`src/rtl/rr_arbiter8_if.sv`:
```
// rr_arbiter8 request/grant bundle.
// master drives requests, slave is the arbiter.
interface rr_arbiter8_if;
  logic [7:0] req;
  logic       done;
  logic [7:0] grant;
  logic [2:0] grant_idx;
  logic       grant_valid;
  logic       expired;

  modport master (
    output req,
    output done,
    input  grant,
    input  grant_idx,
    input  grant_valid,
    input  expired
  );

  modport slave (
    input  req,
    input  done,
    output grant,
    output grant_idx,
    output grant_valid,
    output expired
  );
endinterface

```
`src/rtl/rr_arbiter8.sv`:
```
// 8-way round-robin arbiter with hold timeout.
// One idle cycle always separates two grants.
module rr_arbiter8 #(
  parameter int MAX_HOLD = 15
) (
  input logic         clk,
  input logic         rst,
  rr_arbiter8_if.slave bus
);

  localparam logic [3:0] HMAX = 4'(MAX_HOLD);

  typedef enum logic {
    IDLE  = 1'b0,
    GRANT = 1'b1
  } state_t;

  state_t      state;
  logic [2:0]  ptr;
  logic [3:0]  hold;
  logic [2:0]  gidx;
  logic [7:0]  grant_q;
  logic        valid_q;
  logic        exp_q;

  logic [15:0] dbl;
  logic [7:0]  rot;
  logic [2:0]  off;
  logic [2:0]  win;
  logic [7:0]  win_oh;
  logic        own;
  logic        tmo;
  logic        rel;

  // Rotate so the pointer sits at bit 0, then
  // pick the lowest set bit.
  always_comb begin
    dbl = {bus.req, bus.req} >> ptr;
    rot = dbl[7:0];
    off = 3'd0;
    for (int i = 7; i >= 0; i--) begin
      if (rot[i]) off = 3'(i);
    end
    win    = ptr + off;
    win_oh = 8'(1) << win;
  end

  always_comb begin
    own = bus.req[gidx];
    tmo = (hold == HMAX);
    rel = bus.done | ~own | tmo;
  end

  always_ff @(posedge clk) begin
    if (rst) begin
      state   <= IDLE;
      ptr     <= '0;
      hold    <= '0;
      gidx    <= '0;
      grant_q <= '0;
      valid_q <= 1'b0;
      exp_q   <= 1'b0;
    end else begin
      unique case (state)
        IDLE: begin
          exp_q <= 1'b0;
          if (|bus.req) begin
            state   <= GRANT;
            gidx    <= win;
            grant_q <= win_oh;
            valid_q <= 1'b1;
            hold    <= 4'd1;
          end
        end
        GRANT: begin
          if (rel) begin
            state   <= IDLE;
            ptr     <= gidx + 3'd1;
            grant_q <= '0;
            valid_q <= 1'b0;
            hold    <= '0;
            // timeout only counts when nothing else
            // would have ended the grant anyway
            exp_q   <= tmo & ~bus.done & own;
          end else begin
            hold <= hold + 4'd1;
          end
        end
        default: state <= IDLE;
      endcase
    end
  end

  assign bus.grant       = grant_q;
  assign bus.grant_idx   = gidx;
  assign bus.grant_valid = valid_q;
  assign bus.expired     = exp_q;

endmodule

```
`src/flat_wrapper.sv`:
```
// flat-port wrapper written by rule: the top's interface ports become plain ports
module rr_arbiter8_flat 
#(
  parameter int MAX_HOLD = 15
)
  (clk, rst, bus_req, bus_done, bus_grant, bus_grant_idx, bus_grant_valid, bus_expired);
  rr_arbiter8_if bus_i ();
  input logic clk;
  input logic rst;
  input wire logic [$bits(bus_i.req)-1:0] bus_req;
  input wire logic [$bits(bus_i.done)-1:0] bus_done;
  output wire logic [$bits(bus_i.grant)-1:0] bus_grant;
  output wire logic [$bits(bus_i.grant_idx)-1:0] bus_grant_idx;
  output wire logic [$bits(bus_i.grant_valid)-1:0] bus_grant_valid;
  output wire logic [$bits(bus_i.expired)-1:0] bus_expired;
  assign bus_i.req = bus_req;
  assign bus_i.done = bus_done;
  assign bus_grant = bus_i.grant;
  assign bus_grant_idx = bus_i.grant_idx;
  assign bus_grant_valid = bus_i.grant_valid;
  assign bus_expired = bus_i.expired;
  rr_arbiter8 #(.MAX_HOLD(MAX_HOLD)) u_core (.clk(clk), .rst(rst), .bus(bus_i));
endmodule
```
`config.mk`:
```
export PLATFORM = sky130hd
export DESIGN_NAME = rr_arbiter8_flat
export DESIGN_NICKNAME = d
export VERILOG_FILES = /design/src/rtl/rr_arbiter8_if.sv /design/src/rtl/rr_arbiter8.sv /design/src/flat_wrapper.sv
export SDC_FILE = /design/constraint.sdc
export NUM_CORES = 1
export LEC_CHECK = 0
export ABC_CLOCK_PERIOD_IN_PS = 10800
export BUFFER_PORTS_ARGS = -buffer_cell sky130_fd_sc_hd__buf_2
export CAP_MARGIN = 20
export CORE_MARGIN = 5
export CORE_UTILIZATION = 55
export CTS_BUF_LIST = sky130_fd_sc_hd__clkbuf_4
export DETAILED_ROUTE_END_ITERATION = 10
export PLACE_DENSITY = 0.76
export SYNTH_ARGS = -nofsm -noshare
export SYNTH_HDL_FRONTEND = slang
export SYNTH_SLANG_ARGS = --single-unit
```
`constraint.sdc`:
```
create_clock -name clk -period 10.8 [get_ports clk]
set_clock_uncertainty 0.05 [all_clocks]
set_input_delay 2.16 -clock clk [delete_from_list [all_inputs] [get_ports clk]]
set_output_delay 2.16 -clock clk [all_outputs]
set_load 0.02 [all_outputs]
```
==> results of run 1 <==
-- layer usage --
metal  up-vias  global-route usage [%]  part of all wire (%)
li1        889                       -                     -
met1       867                   24.82                    46
met2        53                   30.93                    47
met3         4                   4.348                   5.9
met4         0                   3.471                  0.66
met5         -                       0                     0
-- stage by stage --
step	hold WS [ns]	area (um^2)	cells
final	0.4281	2048	287
after global routing	0.4611	2048	287
after CTS	0.4350	2048	287
after floorplan	0.4093	1931	229
after detailed placement	0.3971	2021	283
after global placement	0.3979	2021	283
-- layout make-up --
cell class / count / area, um^2 / share of cell area, %
inverter: 8 / 32.53 / 1.588
multi-input combinational: 184 / 1388 / 67.75
tap: 46 / 57.56 / 2.810
clock buffer: 3 / 22.52 / 1.100
timing repair buffer: 24 / 122.6 / 5.987
clock inverter: 1 / 5.005 / 0.2443
sequential: 21 / 420.4 / 20.53
-- kinds of logic after synthesis --
kind of cell	synth area share, %
AOI/OAI and AO/OA	15.17
xor gates and xnor gates	0.4537
adders and majority gates	2.981
buffers and inverters	6.351
DFF	21.78
muxes	23.98
and+or+nand+nor	29.29
-- state kept, by name (all words and copies together) (netlist names) --
register / cells
u_core.bus.expired: 1
u_core.state: 1
u_core.bus.grant_valid: 1
u_core.bus.grant: 8
u_core.ptr: 3
u_core.bus.grant_idx: 3
u_core.hold: 4
-- synth_stat cells, types with 2 or more instances --
cell,count
nor2_1,22
dfxtp_1,21
nand3_1,21
nand2_1,20
o21ai_0,13
mux2i_1,11
nor3_1,9
clkbuf_1,8
mux4_2,8
a21oi_1,7
mux2_2,7
nor2b_1,7
nor4_1,7
inv_1,5
a211oi_1,4
buf_2,3
buf_4,3
ha_1,3
mux4_1,3
or3_1,3
and2b_1,2
and3_1,2
buf_6,2
nand2b_1,2
o2111ai_1,2
o22ai_1,2
o311ai_0,2
o31ai_1,2
or3b_2,2
-- final timing paths --
path                                             to                 from  cells past startpoint  slack (ns)
worst min register to register  u_core.bus.grant[0]  u_core.bus.grant[0]                      2        0.43
worst max register to register  u_core.bus.grant[6]        u_core.ptr[2]                     12        7.08
worst max-delay path            u_core.bus.grant[6]           bus_req[2]                     14        5.79
worst min-delay path            u_core.bus.grant[0]  u_core.bus.grant[0]                      2        0.43
-- worst min-delay path: cells and delay by family, from the launching register on --
kind,cells,cell delay (ns)
simple gates,2,0.12
flops,1,0.34
-- power groups by stage --
stage	logic (W)	clock network [W]	registers, W
2_1_floorplan	0.000103	0	0.000104
3_3_place_gp	0.000130	0	0.000103
3_5_place_dp	0.000131	0	0.000103
4_1_cts	0.000132	0.0000390	0.000101
5_1_grt	0.000146	0.0000430	0.000103
6_report	0.000131	0.0000386	0.000101
==> impl_metrics.py, run 1 <==
metrics = {
    "clock_tree": {
        "path_clk_slew_ns": 0.12,
        "numCtsBuffers": 3,
        "cts.sinks": 21,
        "htreeDepth": 1,
        "holdBufCountCts": 0,
        "cts_tree": "done",
        "post_cts_buffers": 0,
        "clk_path_buf_depth": 2,
        "cts_root_buf": "clkbuf_4",
        "insertion_delay_ns": 0.31,
        "ctsResizeCount": 0,
    },
    "layout": {
        "syn2layout_area_growth_pct": 6.092,
        "layout-drive-gt1-share_pct": 23.24,
        "n_antenna_cell": 0,
        "nNetsFinal": 257,
        "nFillCells": 343,
        "finalCoreUtilization_pct": 60.90,
        "final_cell_mix": "buf_2, nor2_1, nand3_1, dfxtp_1, nand2_1",
        "layout_commonest_cell": "buf_2",
    },
    "grt": {
        "grt_first_pass_wirelength_um": 7665,
        "grt_pass1_vias": 1675,
        "antenna_found_initial": 0,
        "gr-usage-all-layers_pct": 18.63,
        "grt_max_degree": 26,
        "gr-total-overflow": 0,
    },
    "synth": {
        "synth_edf_count": 0,
        "synth_seq_cells": 21,
        "yosysUniqueCellTypes": 55,
        "synthFlopType": "dfxtp_1",
        "yosys.area.top_type": "dfxtp_1",
        "synthArstFlopShare_pct": 0,
        "synth.top_cell.area_share_pct": 21.78,
        "synth_fp_nets": 244,
        "yosysWarnings": 0,
        "yosysSeqAreaShare_pct": 21.78,
        "syn_area_mm2": 0.001931,
        "syn-instance-count": 229,
        "ys_top_cells_by_area": "dfxtp_1, mux4_2, mux2i_1",
        "syn_area_per_cell_um2": 8.431,
    },
    "power": {
        "p_leak_nw": 0.8179,
        "pwr-share-comb_pct": 48.5,
        "power.density_mw_per_mm2": 132.3,
        "report.power.total_w": 0.0002710,
        "switching_power_w": 0.0001121,
        "p_int_w": 0.0001590,
        "vdd_drop_max_mv": 0.09831,
        "pwr-share-seq_pct": 37.3,
        "p_clk_share_pct": 14.2,
        "p_sw_share_pct": 41.35,
    },
    "min_path": {
        "hold_path.class": "reg -> reg",
    },
    "critical_path": {
        "cp.buffers_inverters": 2,
        "crit_fanout": 15,
        "crit_chain": "buf_2 -> and2b_1 -> mux4_2 -> o2111ai_1 -> and3_1 -> nand2_1 -> a32o_1 -> ha_1 -> inv_1 -> fa_1 -> or3_1 -> nor3_1 -> nand3_1 -> nand3_1",
        "crit_type": "in -> reg",
        "critical_path_required_ns": 11.01,
        "crit_path_start_kind": "input port",
        "crit_path_max_incr_delay_ns": 0.46,
        "critPathArrivalTime_ns": 5.22,
        "crit_path_top_delay_cell": "fa_1",
        "cp_common_cell": "nand3_1",
        "cp_top_family": "simple AND/OR/NAND/NOR gates",
        "endpoint_kind": "flop",
    },
    "die": {
        "die_h_um": 69.25,
        "io_pins": 24,
        "die_x_um": 69.25,
        "rows": 21,
        "start_util_pct": 57.40,
        "die_area_mm2": 0.004795,
        "core_mm2": 0.003363,
    },
    "route": {
        "vias": 1813,
        "wirelength_um": 4368,
        "post-route-drc-count": 0,
        "drt_iter0_drc": 239,
        "wire_per_inst_um": 15.22,
        "routed_via_density": 6.317,
        "dr.pass1.iters": 4,
        "postRouteAntennaNets": 0,
    },
    "run_status": {
        "outcome": "finished, final reports clean",
    },
    "placement": {
        "place_hpwl_um": 3197,
        "gp_congestion": 0.8150,
        "dpl_worst_slack_ns": 5.484,
        "port_buffers": 23,
    },
    "sta": {
        "relSlewSlack_pct": 50.66,
        "rsz0062_at_grt": "false",
        "setup-violations-final": 0,
        "worst_slack_ns": 5.791,
        "finalSetupTns_ns": 0,
        "hold_violations": 0,
        "fmax_mhz": 199.7,
        "tightest_slew_ns": 0.7391,
        "finalCritPeriodShare_pct": 46.38,
        "period_needed_ns": 5.009,
        "drv_slew": 0,
    },
    "run": {
        "maxCapViolations": 0,
    },
}
(Power assumes the default switching activity.)
==> run 2: changes to the inputs <==
--- a/config.mk
+++ b/config.mk
@@ -5,14 +5,15 @@
 export SDC_FILE = /design/constraint.sdc
 export NUM_CORES = 1
 export LEC_CHECK = 0
-export ABC_CLOCK_PERIOD_IN_PS = 10800
+export ABC_AREA = 1
+export ABC_CLOCK_PERIOD_IN_PS = 4410
 export BUFFER_PORTS_ARGS = -buffer_cell sky130_fd_sc_hd__buf_2
 export CAP_MARGIN = 20
 export CORE_MARGIN = 5
-export CORE_UTILIZATION = 55
+export CORE_UTILIZATION = 52
 export CTS_BUF_LIST = sky130_fd_sc_hd__clkbuf_4
 export DETAILED_ROUTE_END_ITERATION = 10
-export PLACE_DENSITY = 0.76
+export PLACE_DENSITY = 0.77
 export SYNTH_ARGS = -nofsm -noshare
 export SYNTH_HDL_FRONTEND = slang
 export SYNTH_SLANG_ARGS = --single-unit
==> constraint.sdc (replaced) <==
create_clock -name clk -period 4.41 [get_ports clk]
set_clock_uncertainty 0.05 [all_clocks]
set_input_delay 0.882 -clock clk [delete_from_list [all_inputs] [get_ports clk]]
set_output_delay 0.882 -clock clk [all_outputs]
set_load 0.02 [all_outputs]
==> run 2 against run 1 <==
Net effect: via count decreased by 22%; first-iteration DRC count shrank 74%; clock-buffer cell count increased by 1; cell count is 3.5% lower; combinational power increased by 140%; core utilization fell by 1.8 points; routed wire length decreased by 30%; setup slack lost 4.5 ns; largest cell class unchanged.
==> impl_metrics.py, run 2 <==
metrics = {
    "route": {
        "post-route-drc-count": 0,
        "vias": 1423,
        "postRouteAntennaNets": 0,
        "wirelength_um": 3058,
        "drt_iter0_drc": 62,
        "dr.pass1.iters": 4,
        "routed_via_density": 5.137,
        "wire_per_inst_um": 11.04,
    },
    "layout": {
        "nNetsFinal": 262,
        "multi_input_area_um2": 920.9,
        "nFillCells": 264,
        "largest_register_ff_count": 8,
        "n_antenna_cell": 0,
        "final_cell_mix": "nand2_1, nand3_1, buf_2",
        "layout_commonest_cell": "nand2_1",
        "seq_area_um2": 420.4,
        "syn2layout_area_growth_pct": 10.15,
        "layout-drive-gt1-share_pct": 21.95,
    },
    "critical_path": {
        "cp_common_cell": "nand2_1",
        "rr_worst_depth": 19,
        "crit_path_top_delay_cell": "fa_1",
        "critical_path_required_ns": 4.56,
        "r2r_slack_ns": 1.36,
        "crit_fanout": 5,
        "critPathArrivalTime_ns": 3.22,
        "endpoint_kind": "flop",
        "crit_path_max_incr_delay_ns": 0.37,
        "crit_path_start_kind": "input port",
        "crit_chain": "buf_2 -> nand2_1 -> nand3_1 -> nand3_1 -> nand2_2 -> a21oi_1 -> o21ai_0 -> nand2_1 -> a21boi_0 -> ha_1 -> inv_1 -> fa_1 -> xor2_1 -> inv_1 -> nand3_4 -> nand2_4 -> nand2_1 -> a21oi_2",
        "crit_type": "in -> reg",
    },
    "clock_tree": {
        "insertion_delay_ns": 0.31,
        "cts_tree": "done",
        "cts_root_buf": "clkbuf_4",
        "holdBufCountCts": 0,
        "ctsResizeCount": 0,
        "cts.sinks": 21,
        "clk_path_buf_depth": 2,
        "numCtsBuffers": 3,
        "htreeDepth": 1,
        "post_cts_buffers": 0,
        "path_clk_slew_ns": 0.11,
    },
    "die": {
        "io_pins": 24,
        "die_x_um": 63.11,
        "die_area_mm2": 0.003982,
        "core_mm2": 0.002734,
        "rows": 19,
        "start_util_pct": 53.64,
        "die_h_um": 63.11,
    },
    "synth": {
        "yosysUniqueCellTypes": 32,
        "yosysSeqAreaShare_pct": 28.67,
        "syn_area_per_cell_um2": 6.546,
        "syn_area_mm2": 0.001466,
        "ys_top_cells_by_area": "dfxtp_1, nand2_1, nand3_1",
        "synth_edf_count": 0,
        "synth_common_cells": "nand2_1, nand3_1, dfxtp_1",
        "synth_seq_cells": 21,
        "synth_fp_nets": 239,
        "synthFlopType": "dfxtp_1",
        "yosysWarnings": 0,
        "yosysMostFrequentCell": "nand2_1",
        "syn-instance-count": 224,
        "yosys.area.top_type": "dfxtp_1",
        "synthArstFlopShare_pct": 0,
        "synth.top_cell.area_share_pct": 28.67,
    },
    "power": {
        "report.power.total_w": 0.0006618,
        "vdd_drop_max_mv": 0.3000,
        "p_leak_nw": 0.7967,
        "power.density_mw_per_mm2": 409.7,
    },
    "min_path": {
        "hold_path.class": "reg -> reg",
        "min_path_cells": 2,
    },
    "sta": {
        "drv_slew": 0,
        "rsz0062_at_grt": "false",
        "setup-violations-final": 0,
        "fmax_mhz": 325.1,
        "relSlewSlack_pct": 59.74,
        "finalCritPeriodShare_pct": 69.75,
        "hold_violations": 0,
        "finalSetupTns_ns": 0,
        "period_needed_ns": 3.076,
        "tightest_slew_ns": 0.5984,
    },
    "grt": {
        "gr-total-overflow": 0,
        "grt_first_pass_wirelength_um": 5609,
        "grt_max_degree": 17,
        "grt_pass1_vias": 1362,
        "antenna_found_initial": 0,
        "gr-usage-all-layers_pct": 16.63,
    },
    "placement": {
        "port_buffers": 23,
        "place_hpwl_um": 2437,
        "gp_congestion": 0.8422,
    },
    "run": {
        "maxCapViolations": 0,
    },
    "run_status": {
        "outcome": "finished, final reports clean",
    },
}
-- run 2: cell count changes in the layout (fill, tap and decap cells not counted), moves of 8 or more --
cell     delta
nand2_1    +47
mux2i_1    -11
a21oi_1    +12
nor2_1     -10
inv_1      +15
nand2_2    +14
mux4_2      -8
-- run 2: critical path: cells and delay by family --
kind	cells	cell delay (ns)
buf+inv	3	0.31
fa+ha+maj	2	0.55
simple gates	8	0.79
compound gates	4	0.42
xor+xnor	1	0.27
-- run 2: area by class of cell --
class	instances	area share, %
sequential	21	26.03
multi-input combinational	176	57.01
timing repair buffer	23	7.126
clock buffer	4	1.859
inverter	22	5.577
tap	31	2.401
-- run 2: logic make-up after synthesis --
family,count (synthesis),share of synthesized area (%)
AOI/OAI and AO/OA,33,12.46
DFF,21,28.67
xor gates and xnor gates,4,2.390
adders and majority gates,4,3.925
and+or+nand+nor,135,44.03
buffers and inverters,27,8.532
-- run 2: metal layers --
metal | track usage (%) | up-vias | wire length (um)
li1 | - | 771 | -
met1 | 20.57 | 619 | 1440
met2 | 28.97 | 28 | 1445
met3 | 2.131 | 5 | 118
met4 | 6.366 | 0 | 53
met5 | 0 | - | 0
-- run 2: power by group --
group / leakage, nW / switching (W) / internal [W]
Combinational: 0.606 / 0.000205 / 0.000110
Sequential: 0.172 / 0.0000327 / 0.000215
Clock: 0.0184 / 0.0000581 / 0.0000415
Total: 0.797 / 0.000296 / 0.000366
-- run 2: worst paths after layout --
| path | from | to |
|---|---|---|
| min reg2reg | u_core.bus.grant[6] | u_core.bus.grant[6] |
| min | u_core.bus.grant[6] | u_core.bus.grant[6] |
| max reg2reg | u_core.ptr[0] | u_core.bus.grant[3] |
| max | bus_req[2] | u_core.bus.grant[3] |
-- run 2: through the flow --
stage                     std cells  hold slack, ns  setup WS, ns  utilization [%]  area (um^2)
after CTS                       277          0.4229         1.322            59.08         1615
after floorplan                 224          0.4108         1.405                -         1466
after global placement          273          0.4040         1.096            57.99         1585
final                           277          0.4203         1.334            59.08         1615
after detailed placement        273          0.4068         1.026            57.99         1585
after global routing            277          0.4459         1.079            59.08         1615
